===== src/rtl/rx_frame_arbiter.sv =====
// Round-robin frame arbiter feeding one analysis engine from two GMII nibble ports, 1-cycle registered latency.
// No buffering: ungrantable frames are dropped and counted. Define RUNT_CHECK_EN to flag/count runt frames.
module rx_frame_arbiter #(
  parameter int MAX_NIBBLES = 3036,
`ifdef RUNT_CHECK_EN
  parameter int MIN_NIBBLES = 128,
`endif
  parameter int CNT_W       = 16
) (
  input  logic             clk,
  input  logic             reset,
  input  logic             p0_sop,
  input  logic             p0_dv,
  input  logic [3:0]       p0_data,
  input  logic             p0_eop,
  input  logic             p1_sop,
  input  logic             p1_dv,
  input  logic [3:0]       p1_data,
  input  logic             p1_eop,
  input  logic             eng_ready,
  output logic             m_sop,
  output logic             m_dv,
  output logic [3:0]       m_data,
  output logic             m_eop,
  output logic             m_err,
  output logic             m_port,
  output logic [CNT_W-1:0] drop_cnt0,
  output logic [CNT_W-1:0] drop_cnt1,
  output logic [CNT_W-1:0] trunc_cnt
`ifdef RUNT_CHECK_EN
  ,
  output logic [CNT_W-1:0] runt_cnt
`endif
);

  localparam int NW = $clog2(MAX_NIBBLES + 1);
  localparam logic [NW-1:0] MAX_C = NW'(MAX_NIBBLES);

  typedef enum logic [1:0] {IDLE, FWD, TRUNC, GAP} state_t;

  state_t          state_q, state_d;
  logic            last_grant_q, last_grant_d;
  logic [NW-1:0]   cnt_q, cnt_d;
  logic            m_sop_q, m_sop_d, m_dv_q, m_dv_d, m_eop_q, m_eop_d;
  logic            m_err_q, m_err_d, m_port_q, m_port_d;
  logic [3:0]      m_data_q, m_data_d;
  logic [CNT_W-1:0] drop0_q, drop1_q, trunc_q;
  logic            drop0_inc, drop1_inc, trunc_inc, runt_inc;
  logic            pick;

  // m_port_q doubles as the granted-port selector while a frame is active
  logic       g_sop, g_dv, g_eop;
  logic [3:0] g_data;
  assign g_sop  = m_port_q ? p1_sop  : p0_sop;
  assign g_dv   = m_port_q ? p1_dv   : p0_dv;
  assign g_eop  = m_port_q ? p1_eop  : p0_eop;
  assign g_data = m_port_q ? p1_data : p0_data;

  always_comb begin
    state_d      = state_q;
    last_grant_d = last_grant_q;
    cnt_d        = cnt_q;
    m_sop_d      = 1'b0;
    m_dv_d       = 1'b0;
    m_data_d     = 4'h0;
    m_eop_d      = 1'b0;
    m_err_d      = 1'b0;
    m_port_d     = m_port_q;
    drop0_inc    = 1'b0;
    drop1_inc    = 1'b0;
    trunc_inc    = 1'b0;
    runt_inc     = 1'b0;
    pick         = 1'b0;
    case (state_q)
      IDLE: begin
        if (p0_sop || p1_sop) begin
          if (!eng_ready) begin
            drop0_inc = p0_sop;
            drop1_inc = p1_sop;
          end else begin
            pick         = (p0_sop && p1_sop) ? ~last_grant_q : p1_sop;
            drop0_inc    = p0_sop && pick;
            drop1_inc    = p1_sop && !pick;
            last_grant_d = pick;
            m_port_d     = pick;
            m_sop_d      = 1'b1;
            m_dv_d       = 1'b1;
            m_data_d     = pick ? p1_data : p0_data;
            cnt_d        = NW'(1);
            state_d      = FWD;
          end
        end
      end
      FWD: begin
        // any sop here is either the other port (no grant) or an abort of our own frame
        drop0_inc = p0_sop;
        drop1_inc = p1_sop;
        if (g_sop) begin
          m_eop_d   = 1'b1;
          m_err_d   = 1'b1;
          trunc_inc = 1'b1;
          state_d   = GAP;
        end else if (g_eop) begin
          m_eop_d = 1'b1;
`ifdef RUNT_CHECK_EN
          runt_inc = (cnt_q < NW'(MIN_NIBBLES));
          m_err_d  = runt_inc;
`endif
          state_d = GAP;
        end else if (g_dv) begin
          if (cnt_q == MAX_C) begin
            m_eop_d   = 1'b1;
            m_err_d   = 1'b1;
            trunc_inc = 1'b1;
            state_d   = TRUNC;
          end else begin
            m_dv_d   = 1'b1;
            m_data_d = g_data;
            cnt_d    = cnt_q + NW'(1);
          end
        end
      end
      TRUNC: begin
        drop0_inc = p0_sop;
        drop1_inc = p1_sop;
        if (g_sop || g_eop) state_d = GAP;
      end
      GAP: begin
        drop0_inc = p0_sop;
        drop1_inc = p1_sop;
        cnt_d     = '0;
        state_d   = IDLE;
      end
      default: state_d = IDLE;
    endcase
  end

  always_ff @(posedge clk) begin
    if (reset) begin
      state_q      <= IDLE;
      last_grant_q <= 1'b1;
      cnt_q        <= '0;
      m_sop_q      <= 1'b0;
      m_dv_q       <= 1'b0;
      m_data_q     <= 4'h0;
      m_eop_q      <= 1'b0;
      m_err_q      <= 1'b0;
      m_port_q     <= 1'b0;
      drop0_q      <= '0;
      drop1_q      <= '0;
      trunc_q      <= '0;
    end else begin
      state_q      <= state_d;
      last_grant_q <= last_grant_d;
      cnt_q        <= cnt_d;
      m_sop_q      <= m_sop_d;
      m_dv_q       <= m_dv_d;
      m_data_q     <= m_data_d;
      m_eop_q      <= m_eop_d;
      m_err_q      <= m_err_d;
      m_port_q     <= m_port_d;
      if (drop0_inc && drop0_q != '1) drop0_q <= drop0_q + CNT_W'(1);
      if (drop1_inc && drop1_q != '1) drop1_q <= drop1_q + CNT_W'(1);
      if (trunc_inc && trunc_q != '1) trunc_q <= trunc_q + CNT_W'(1);
    end
  end

`ifdef RUNT_CHECK_EN
  logic [CNT_W-1:0] runt_q;
  always_ff @(posedge clk) begin
    if (reset) runt_q <= '0;
    else if (runt_inc && runt_q != '1) runt_q <= runt_q + CNT_W'(1);
  end
  assign runt_cnt = runt_q;
`else
  logic unused_runt;
  assign unused_runt = runt_inc;
`endif

  assign m_sop     = m_sop_q;
  assign m_dv      = m_dv_q;
  assign m_data    = m_data_q;
  assign m_eop     = m_eop_q;
  assign m_err     = m_err_q;
  assign m_port    = m_port_q;
  assign drop_cnt0 = drop0_q;
  assign drop_cnt1 = drop1_q;
  assign trunc_cnt = trunc_q;

endmodule


===== config.mk =====
export PLATFORM = sky130hd
export DESIGN_NAME = rx_frame_arbiter
export DESIGN_NICKNAME = d
export VERILOG_FILES = /design/src/rtl/rx_frame_arbiter.sv
export SDC_FILE = /design/constraint.sdc
export NUM_CORES = 1
export LEC_CHECK = 0
export CORE_ASPECT_RATIO = 0.6
export CORE_MARGIN = 2
export CORE_UTILIZATION = 52
export DETAILED_ROUTE_END_ITERATION = 10
export PLACE_DENSITY = 0.78
export SETUP_SLACK_MARGIN = 0.4
export SYNTH_ARGS = -nofsm -noshare
export SYNTH_HDL_FRONTEND = slang
export SYNTH_SLANG_ARGS = --single-unit

===== constraint.sdc =====
create_clock -name clk -period 2.9 [get_ports clk]
set_input_delay 0.58 -clock clk [delete_from_list [all_inputs] [get_ports clk]]
set_output_delay 0.58 -clock clk [all_outputs]
set_load 0.005 [all_outputs]

==> results of run 1 <==
path summary, 6_finish.rpt:
| path | to | slack (ns) | cells past startpoint |
|---|---|---|---|
| worst max-delay path | trunc_cnt[4]$_SDFFE_PP0P_ | 0.49 | 7 |
| worst min-delay path | drop_cnt0[8]$_SDFFE_PP0P_ | 0.50 | 2 |
| worst max register to register | trunc_cnt[4]$_SDFFE_PP0P_ | 0.55 | 8 |
| worst min register to register | drop_cnt0[8]$_SDFFE_PP0P_ | 0.50 | 2 |
Yosys cell counts (2+ instances only):
library cell | number | share of area, %
ha_1 | 9 | 3.1
nand2b_1 | 2 | 0.34
a22o_1 | 4 | 0.95
a31oi_1 | 2 | 0.34
or3_1 | 7 | 1.2
clkbuf_1 | 11 | 1.1
a2111oi_0 | 2 | 0.48
nor2b_1 | 3 | 0.51
a41oi_1 | 2 | 0.48
dfxtp_1 | 72 | 39
o21ai_1 | 2 | 0.27
nor2_1 | 42 | 4.3
o211ai_1 | 2 | 0.41
o31ai_1 | 4 | 0.82
or4_1 | 7 | 1.4
nor4b_1 | 2 | 0.48
o211a_1 | 2 | 0.54
mux2i_1 | 6 | 1.6
and2_1 | 7 | 1.2
xnor2_1 | 23 | 5.5
o2111ai_1 | 3 | 0.71
nand3_1 | 22 | 3.0
and3_1 | 3 | 0.51
or2_2 | 3 | 0.51
nor4_1 | 11 | 1.9
nand4b_1 | 2 | 0.48
nand2_1 | 32 | 3.3
a311oi_1 | 4 | 0.95
nor3_1 | 22 | 3.0
inv_1 | 10 | 1.0
nand4_1 | 13 | 2.2
a31o_1 | 2 | 0.48
a21oi_1 | 27 | 3.7
and4_1 | 5 | 1.2
nor3b_1 | 5 | 1.0
o41ai_1 | 2 | 0.48
o21a_1 | 2 | 0.41
buf_2 | 3 | 0.41
a32o_1 | 4 | 1.1
o21ai_0 | 15 | 2.0
a211oi_1 | 7 | 1.4
per-layer routing:
metal	wire length, um	vias up
met3	667	12
met5	0	-
met2	4140	127
met1	4730	1735
li1	-	1779
met4	110	0
stage by stage:
step | cell area [um^2] | setup WS, ns | cells | power, mW | hold WS [ns]
after global placement | 4530 | 0.208 | 584 | 1.83 | 0.478
after CTS | 4800 | 0.486 | 599 | 2.87 | 0.503
after floorplan | 3680 | 0.733 | 429 | 1.58 | 0.464
after detailed placement | 4530 | 0.146 | 584 | 1.85 | 0.489
final | 4810 | 0.490 | 599 | 2.87 | 0.502
after global routing | 4810 | 0.380 | 599 | 3.01 | 0.544
layout make-up:
cell class	instances	area, um^2
flip-flops and latches	72	1440
repair buffers	83	801
clock inverters	3	17.5
inverters	11	41.3
multi-input cells	331	2150
clock buffers	12	256
well taps	87	109
fillers	527	1950
worst register-to-register path: cells and delay by family (launching register included):
family                   cells  cell delay (ns)
adder cells (fa/ha/maj)      1             0.28
AND/OR/NAND/NOR              2             0.58
flip-flops                   1             0.34
buffers and inverters        2             0.29
AO/OA/AOI/OAI                3             0.78
registers in the layout (all words and copies together) (netlist names), 2 cells and up:
| signal | cells |
|---|---|
| drop_cnt0 | 16 |
| drop_cnt1 | 16 |
| trunc_cnt | 16 |
| cnt_q | 12 |
| m_data | 4 |
| state_q | 2 |
power by group through the flow:
stage	logic, mW	registers [mW]	clock network, mW
3_3_place_gp	0.689	1.14	0
2_1_floorplan	0.449	1.13	0
3_5_place_dp	0.705	1.15	0
5_1_grt	0.801	1.14	1.07
6_report	0.723	1.13	1.02
4_1_cts	0.712	1.12	1.03
kinds of logic after synthesis:
logic type                 Yosys count  share of synthesized area (%)
DFF                                 72                           39.2
AOI/OAI and AO/OA                   96                           18.3
adders and majority gates            9                           3.06
and+or+nand+nor                    195                           29.0
xor gates and xnor gates            24                           5.71
buffers and inverters               26                           2.75
muxes                                7                           1.94
repair_timing:
action | CTS | global route
setup buffers | 0 | 0
resized for setup | 0 | 2
endpoints found under the hold margin | 0 | 0
endpoints found under the setup margin | 0 | 2
==> out/results.ini, run 1 <==
[detailed_routing]
vias=3653
final_antenna_net_count=0
viasPerCell=6.10
drtPass1Iterations=6
drc=0
drt_wl_total_mm=9.65
drt-initial-drc-count=180
wl_per_cell_um=16.1

[layout]
final_net_count=534
area_growth_pct=30.8
drive_above_1_share_pct=6.84
final_cell_mix=72 x dfxtp_1, 72 x clkdlybuf4s50_1, 41 x nor2_1
fin_util_pct=71.2
antenna_cells=0

[global_routing]
top_usage_layer=met1
grt_overflow=0
use_met3_pct=6.86
grt_pass1_wl_mm=15.9
grt_util_met1_pct=36.1
grt_use_total_pct=24.7
antenna_found_initial=0
grt_pass1_vias=3249
gr-usage-met2_pct=35.9
grt_max_degree=67

[pwr]
power_leakage_nw=1.54
pwr-share-comb_pct=25.2
sw_frac_of_total_pct=30.4
intPower_mw=2.00
pwr-share-seq_pct=39.3
p_clk_share_pct=35.6
ir_drop_uv=329
p_per_area_nw_per_um2=597
switchingPower_mw=0.872

[timing]
setup_viol=0
finalSetupTns_ns=0
hold_viol=0
drv_slew=0
slew_headroom_pct=42.8
finalCritPeriodShare_pct=83.1
fin_crit_ns=2.41
worst_slew_pin_slew_ns=0.852
timing.fmax_mhz=415
fin_skew_ns=0.00635
grt_setup_unrepaired=true

[synthesis]
netlist_area_um2=3680
syn_area_per_cell_um2=8.57
synthArstFlopShare_pct=0
synth_cell_type_count=62
yosysWarnings=0
synth_top_flop_cell=dfxtp_1
syn-num-nets=455
yosysSeqAreaShare_pct=39.2
ys_seq_elements=72
synth_edf_count=0
syn_inst=429

[outcome]
outcome=finished clean

[critical_path]
cp_slowest_cell=clkdlybuf4s50_1
critPathMaxFanout=6
crit_start=p0_eop
crit_required_ns=3.16
path_delay_family=compound AO/OA/AOI/OAI gates
cpPeakStageDelay_ns=0.46
arrival_ns=2.67
cp_num_buf_inv=2
crit_type=input port to register
endpoint_kind=register
cp-start-kind=input port
rr_startpoint=state_q[1]$_SDFFE_PP0P_
worstPathCellList=clkdlybuf4s50_1 -> nand4bb_4 -> a2111oi_4 -> buf_4 -> o221ai_1 -> or3_1 -> a21oi_1

[floorplan]
die_x_um=113
io_pins=74
fp.coreArea_um2=6760
row_count=23
die_h_um=69.2
start_util_pct=54.4
die_area_um2=7780

[placed_design]
gp_congestion=0.871
dpl.hpwl_mm=6.67
portBuffers=73

[clock_tree]
postCtsHoldBufs=0
clkSinkCount=72
ctsLongestPathBuffers=2
cts_root_buf=clkbuf_16
clk_pin_slew_ns=0.05
cts_tree=yes
htreeDepth=3
numCtsBuffers=9
clk_latency_ns=0.34

[job]
cap_violations=0

[min_path]
hp-class=register to register
hold_path_startpoint=drop_cnt0[8]$_SDFFE_PP0P_

(Power assumes the default switching activity.)
==> inputs of run 2 (changes only) <==
Clock period 2.9 ns to 2.4 ns, I/O delays scaled along.
==> out/results.ini, run 2 (synthesis gave the netlist of run 1 again) <==
[outcome]
outcome=finished clean  ; unchanged

[timing]
drv_slew=0  ; unchanged
worst_slew_pin_slew_ns=0.641  ; was 0.852 ns
setup_ws_ns=0.212  ; was 0.490 ns
fin_crit_ns=2.19
finalCritPeriodShare_pct=91.2
finalSetupTns_ns=0  ; unchanged
hold_slack_ns=0.498  ; was 0.502 ns
fin_skew_ns=0.00633  ; was 0.00635 ns
slew_headroom_pct=56.8  ; was 42.8%
timing.fmax_mhz=457
setup_viol=0  ; unchanged
grt_setup_unrepaired=true  ; unchanged
hold_viol=0  ; unchanged

[min_path]
hp-class=register to register  ; unchanged
min_path_cells=2  ; unchanged
min_to=drop_cnt0[8]$_SDFFE_PP0P_  ; unchanged
hold_path_startpoint=drop_cnt0[8]$_SDFFE_PP0P_  ; unchanged

[critical_path]
worstRegToRegCells=8  ; unchanged
rr_startpoint=cnt_q[2]$_SDFFE_PP0P_  ; was state_q[1]$_SDFFE_PP0P_
crit_type=register to register  ; was input port to register
r2r_end=trunc_cnt[12]$_SDFFE_PP0P_  ; was trunc_cnt[4]$_SDFFE_PP0P_
critPathMaxFanout=8  ; was 6
r2r_slack_ns=0.21  ; was 0.55 ns
arrival_ns=2.38  ; was 2.67 ns
crit_required_ns=2.60  ; was 3.16 ns
worstPathCellList=nand3_4 -> a2111oi_4 -> buf_4 -> buf_6 -> buf_4 -> nor2_1 -> a311oi_1 -> a211oi_1  ; was clkdlybuf4s50_1 -> nand4bb_4 -> a2111oi_4 -> buf_4 -> o221ai_1 -> or3_1 -> a21oi_1
crit_top_cell=buf_4
cp-start-kind=register  ; was input port
endpoint_kind=register  ; unchanged
cpPeakStageDelay_ns=0.47  ; was 0.46 ns
cp_slowest_cell=dfxtp_1  ; was clkdlybuf4s50_1

[clock_tree]
ctsLongestPathBuffers=2  ; unchanged
cts_tree=yes  ; unchanged
numCtsBuffers=9  ; unchanged
cts_root_buf=clkbuf_16  ; unchanged
htreeDepth=3  ; unchanged
clk_latency_ns=0.34  ; about the same
clk_pin_slew_ns=0.06  ; was 0.05 ns
clkSinkCount=72  ; unchanged

[global_routing]
grt_pass1_vias=3432  ; was 3249
grt_max_degree=67  ; unchanged
grt_pass1_wl_mm=17.2  ; was 15.9 mm
grt_overflow=0  ; unchanged
grt_use_total_pct=26.9  ; was 24.7%
antenna_found_initial=0  ; unchanged

[layout]
stdcell_area_um2=5300  ; was 4810 um^2
fin_util_pct=78.4  ; was 71.2%
final_net_count=560  ; was 534
fillers=455  ; was 527
drive_above_1_share_pct=17.3  ; was 6.84%
stdcell_count=625  ; was 599
area_growth_pct=44.1  ; was 30.8%
antenna_cells=0  ; unchanged
final_common_cell=dfxtp_1
final_cell_mix=67 x dfxtp_1, 66 x clkdlybuf4s50_1, 41 x nor2_1  ; was 72 x dfxtp_1, 72 x clkdlybuf4s50_1, 41 x nor2_1

[pwr]
p_per_area_nw_per_um2=739  ; was 597 nW/um^2
power_mw=3.92  ; was 2.87 mW
power_leakage_nw=1.73  ; was 1.54 nW
ir_drop_uv=566  ; was 329 uV

[floorplan]
die_x_um=113  ; unchanged
die_h_um=69.2  ; unchanged
row_count=23  ; unchanged
die_area_um2=7780  ; unchanged
fp.coreArea_um2=6760  ; unchanged
start_util_pct=54.4  ; unchanged
io_pins=74  ; unchanged

[placed_design]
dp.cells=604  ; was 584
gp_congestion=0.867  ; was 0.871
dpl.hpwl_mm=6.99  ; was 6.67 mm
dpl_cell_area_um2=4710  ; was 4530 um^2
portBuffers=73  ; unchanged
place_ws_ns=-0.183  ; was 0.146 ns

[detailed_routing]
drtPass1Iterations=5  ; was 6
wl_per_cell_um=17.4  ; was 16.1 um
drt-initial-drc-count=315  ; was 180
final_antenna_net_count=0  ; unchanged
viasPerCell=6.09  ; was 6.10
drt_wl_total_mm=10.9  ; was 9.65 mm
vias=3806  ; was 3653
drc=0  ; unchanged

[job]
cap_violations=0  ; unchanged

-- run 2: cell types whose count changed in the layout (fill, tap and decap cells not counted), sizes merged --
| cell | change |
|---|---|
| buf | +25 |
| clkdlybuf4s50 | -6 |
| dlygate4sd2 | +3 |
| dlymetal6s2s | +3 |
| bufinv | +2 |
| clkbuf | -1 |
| clkinvlp | -1 |
| o22ai | +1 |
-- run 2: per-layer routing --
metal | share of wire [%] | vias up | global-route usage [%]
met1 | 46 | 1808 | 38.9
met2 | 46 | 147 | 40.0
li1 | - | 1837 | -
met3 | 6.6 | 14 | 8.53
met5 | 0 | - | 0
met4 | 0.97 | 0 | 4.34
-- run 2: how the worst max path moves through the flow --
stage / slack (ns) / endpoint / cells past startpoint / startpoint
floorplan: 0.41 / trunc_cnt[13]$_SDFFE_PP0P_ / 7 / state_q[1]$_SDFFE_PP0P_
CTS: 0.31 / trunc_cnt[4]$_SDFFE_PP0P_ / 9 / state_q[1]$_SDFFE_PP0P_
global route: 0.12 / trunc_cnt[12]$_SDFFE_PP0P_ / 10 / state_q[1]$_SDFFE_PP0P_
finish: 0.21 / trunc_cnt[12]$_SDFFE_PP0P_ / 8 / cnt_q[2]$_SDFFE_PP0P_
detailed placement: -0.18 / trunc_cnt[15]$_SDFFE_PP0P_ / 6 / p1_eop
global placement: -0.17 / trunc_cnt[13]$_SDFFE_PP0P_ / 6 / p1_eop
-- run 2: worst max-delay path, delay by kind of cell (launching register included) --
family / cells / cell delay, ns
AO/OA/AOI/OAI: 3 / 0.87
buffers and inverters: 3 / 0.44
flip-flops: 1 / 0.47
AND/OR/NAND/NOR: 2 / 0.28
-- run 2: final cells by class --
class | count | area [um^2] | area share (%)
Clock buffer | 11 | 233 | 4.39
Clock inverter | 4 | 70.1 | 1.32
Inverter | 11 | 43.8 | 0.826
Multi-Input combinational cell | 332 | 2380 | 44.9
Sequential cell | 72 | 1450 | 27.4
Tap cell | 87 | 109 | 2.05
Timing Repair Buffer | 108 | 1010 | 19.1
-- run 2: timing repair --
action                     4_1_cts  5_1_grt
pin swaps                       16       15
setup endpoints to repair       33       50
gates cloned                     1        0
buffers inserted                 2        3
hold buffers                     0        0
resized for setup               19       33
-- run 2: power breakdown --
| part | leakage [nW] | switching (mW) | internal, mW |
|---|---|---|---|
| registers | 0.585 | 0.0855 | 1.29 |
| logic | 0.998 | 0.606 | 0.539 |
| clock network | 0.149 | 0.499 | 0.901 |
==> inputs of run 3 (changes only) <==
==> constraint.sdc (replaced) <==
create_clock -name clk -period 2.4 [get_ports clk]
set_input_delay 0.36 -clock clk [delete_from_list [all_inputs] [get_ports clk]]
set_output_delay 0.36 -clock clk [all_outputs]
set_load 0.005 [all_outputs]
==> out/results.ini, run 3 (synthesis gave the netlist of run 1 again) <==
[timing]
drv_slew=0  ; unchanged
timing.fmax_mhz=482  ; was 457 MHz
finalCritPeriodShare_pct=86.5  ; was 91.2%
fin_skew_ns=0.00593  ; was 0.00633 ns
fin_crit_ns=2.08  ; was 2.19 ns
hold_slack_ns=0.403  ; was 0.498 ns
hold_viol=0  ; unchanged
setup_viol=0  ; unchanged
worst_slew_pin_slew_ns=0.759  ; was 0.641 ns
slew_headroom_pct=48.9  ; was 56.8%
setup_ws_ns=0.325  ; was 0.212 ns
grt_setup_unrepaired=true  ; unchanged

[critical_path]
r2r_end=cnt_q[7]$_SDFFE_PP0P_  ; was trunc_cnt[12]$_SDFFE_PP0P_
rr_startpoint=state_q[0]$_SDFFE_PP0P_  ; was cnt_q[2]$_SDFFE_PP0P_
worstRegToRegCells=9  ; was 8
critPathMaxFanout=8  ; unchanged
crit_type=register to register  ; unchanged
arrival_ns=2.29  ; was 2.38 ns
crit_required_ns=2.62  ; was 2.60 ns
endpoint_kind=register  ; unchanged
cp-start-kind=register  ; unchanged
r2r_slack_ns=0.32  ; was 0.21 ns
endpoint=cnt_q[7]$_SDFFE_PP0P_  ; was trunc_cnt[12]$_SDFFE_PP0P_
crit_start=state_q[0]$_SDFFE_PP0P_  ; was cnt_q[2]$_SDFFE_PP0P_

[clock_tree]
cts_root_buf=clkbuf_16  ; unchanged
clk_latency_ns=0.34  ; about the same
clkSinkCount=72  ; unchanged
ctsLongestPathBuffers=2  ; unchanged
htreeDepth=3  ; unchanged
cts_tree=yes  ; unchanged
postCtsHoldBufs=0  ; unchanged
clk_pin_slew_ns=0.05  ; was 0.06 ns
numCtsBuffers=9  ; unchanged

[detailed_routing]
viasPerCell=6.19  ; was 6.09
vias=3854  ; was 3806
drc=0  ; unchanged
drtPass1Iterations=7  ; was 5
drt-initial-drc-count=298  ; was 315
drt_wl_total_mm=10.8  ; was 10.9 mm
wl_per_cell_um=17.4  ; about the same
final_antenna_net_count=0  ; unchanged

[pwr]
switchingPower_mw=1.23  ; was 1.19 mW
pwr-share-seq_pct=35.5  ; was 35.1%
power_leakage_nw=1.71  ; was 1.73 nW
pwr-share-comb_pct=33.1  ; was 29.2%
intPower_mw=2.63  ; was 2.73 mW
p_clk_share_pct=31.4  ; was 35.7%
ir_drop_uv=669  ; was 566 uV
p_per_area_nw_per_um2=726  ; was 739 nW/um^2
sw_frac_of_total_pct=31.9  ; was 30.4%

[global_routing]
gr-usage-met2_pct=42.5  ; was 40.0%
use_met3_pct=8.44  ; was 8.53%
grt_max_degree=34  ; was 67
grt_pass1_wl_mm=17.7  ; was 17.2 mm
antenna_found_initial=0  ; unchanged
grt_util_met1_pct=38.0  ; was 38.9%
grt_overflow=0  ; unchanged
top_usage_layer=met2  ; unchanged
grt_pass1_vias=3563  ; was 3432
grt_use_total_pct=27.9  ; was 26.9%

[floorplan]
die_area_um2=7780  ; unchanged
row_count=23  ; unchanged
start_util_pct=54.4  ; unchanged
die_h_um=69.2  ; unchanged
io_pins=74  ; unchanged
die_x_um=113  ; unchanged
fp.coreArea_um2=6760  ; unchanged

[layout]
final_net_count=560  ; unchanged
antenna_cells=0  ; unchanged
final_common_cell=clkdlybuf4s50_1  ; was dfxtp_1
final_cell_mix=71 x clkdlybuf4s50_1, 68 x dfxtp_1, 40 x nor2_1  ; was 67 x dfxtp_1, 66 x clkdlybuf4s50_1, 41 x nor2_1
stdcell_area_um2=5320  ; was 5300 um^2
fin_util_pct=78.6  ; was 78.4%
area_growth_pct=44.5  ; was 44.1%
drive_above_1_share_pct=19.2  ; was 17.3%
fillers=468  ; was 455

[placed_design]
dpl.hpwl_mm=6.86  ; was 6.99 mm
place_ws_ns=-0.0827  ; was -0.183 ns
dpl_cell_area_um2=4630  ; was 4710 um^2
portBuffers=73  ; unchanged
gp_congestion=0.849  ; was 0.867

[outcome]
outcome=finished clean  ; unchanged

[job]
cap_violations=0  ; unchanged

[min_path]
hp-class=input port to register  ; was register to register

## run 3: cell types whose count changed in the layout (fill, tap and decap cells not counted), moves of 3 or more
cell | previous run | this run
clkdlybuf4s50_1 | 66 | 71
dlygate4sd2_1 | 3 | 0
nor3_1 | 20 | 17
nor3_2 | 3 | 6
o21ai_0 | 13 | 9
## run 3: timing repair
action | in CTS | in global routing
gates resized for setup | 26 | 42
endpoints found under the setup margin | 38 | 64
pin swaps | 10 | 10
gates cloned | 1 | 0
setup buffers | 9 | 5
## run 3: worst min path at each step
stage | startpoint | endpoint | slack (ns) | depth (start not counted)
5_1_grt | reset | trunc_cnt[0]$_SDFFE_PP0P_ | 0.41 | 2
3_3_place_gp | drop_cnt0[8]$_SDFFE_PP0P_ | drop_cnt0[8]$_SDFFE_PP0P_ | 0.48 | 2
6_report | reset | state_q[1]$_SDFFE_PP0P_ | 0.40 | 2
2_1_floorplan | cnt_q[10]$_SDFFE_PP0P_ | cnt_q[10]$_SDFFE_PP0P_ | 0.46 | 2
4_1_cts | reset | state_q[1]$_SDFFE_PP0P_ | 0.40 | 2
3_5_place_dp | drop_cnt0[8]$_SDFFE_PP0P_ | drop_cnt0[8]$_SDFFE_PP0P_ | 0.48 | 2
## run 3: final cells by class
cell class	count	area, um^2	area share [%]
multi-input combinational	332	2440	45.9
sequential	72	1450	27.3
timing repair buffer	108	1010	18.9
tap	87	109	2.05
clock inverter	1	5.00	0.0942
inverter	11	47.5	0.895
clock buffer	12	256	4.83
## run 3: metrics by stage
stage               TNS (ns)  power, mW  std cells
floorplan                  0       1.95        429
global placement     -0.0946       2.28        595
detailed placement    -0.192       2.31        595
CTS                        0       3.68        618
global route               0       4.02        623
finish                     0       3.86        623
## run 3: worst max-delay path: stages, from the launching register on
cell and delay (ns):
dfxtp_4 0.36, inv_2 0.08, ha_2 0.29, or2_2 0.31, nor4b_1 0.16, a211oi_2 0.15
buf_4 0.21, buf_6 0.14, o211ai_1 0.10, nor3b_1 0.16
## run 3: metal layers
layer	share of wire [%]	wire, um	vias to the layer above
met5	0	0	-
met4	1.3	144	0
met3	6.7	726	21
met2	47	5040	154
met1	45	4910	1851
li1	-	-	1828
## run 3: power groups by stage
stage	logic [mW]	registers (mW)	clock network [mW]
after CTS	1.09	1.37	1.22
final	1.28	1.37	1.21
after global routing	1.36	1.39	1.28
after global placement	0.893	1.39	0
after floorplan	0.576	1.38	0
after detailed placement	0.923	1.39	0
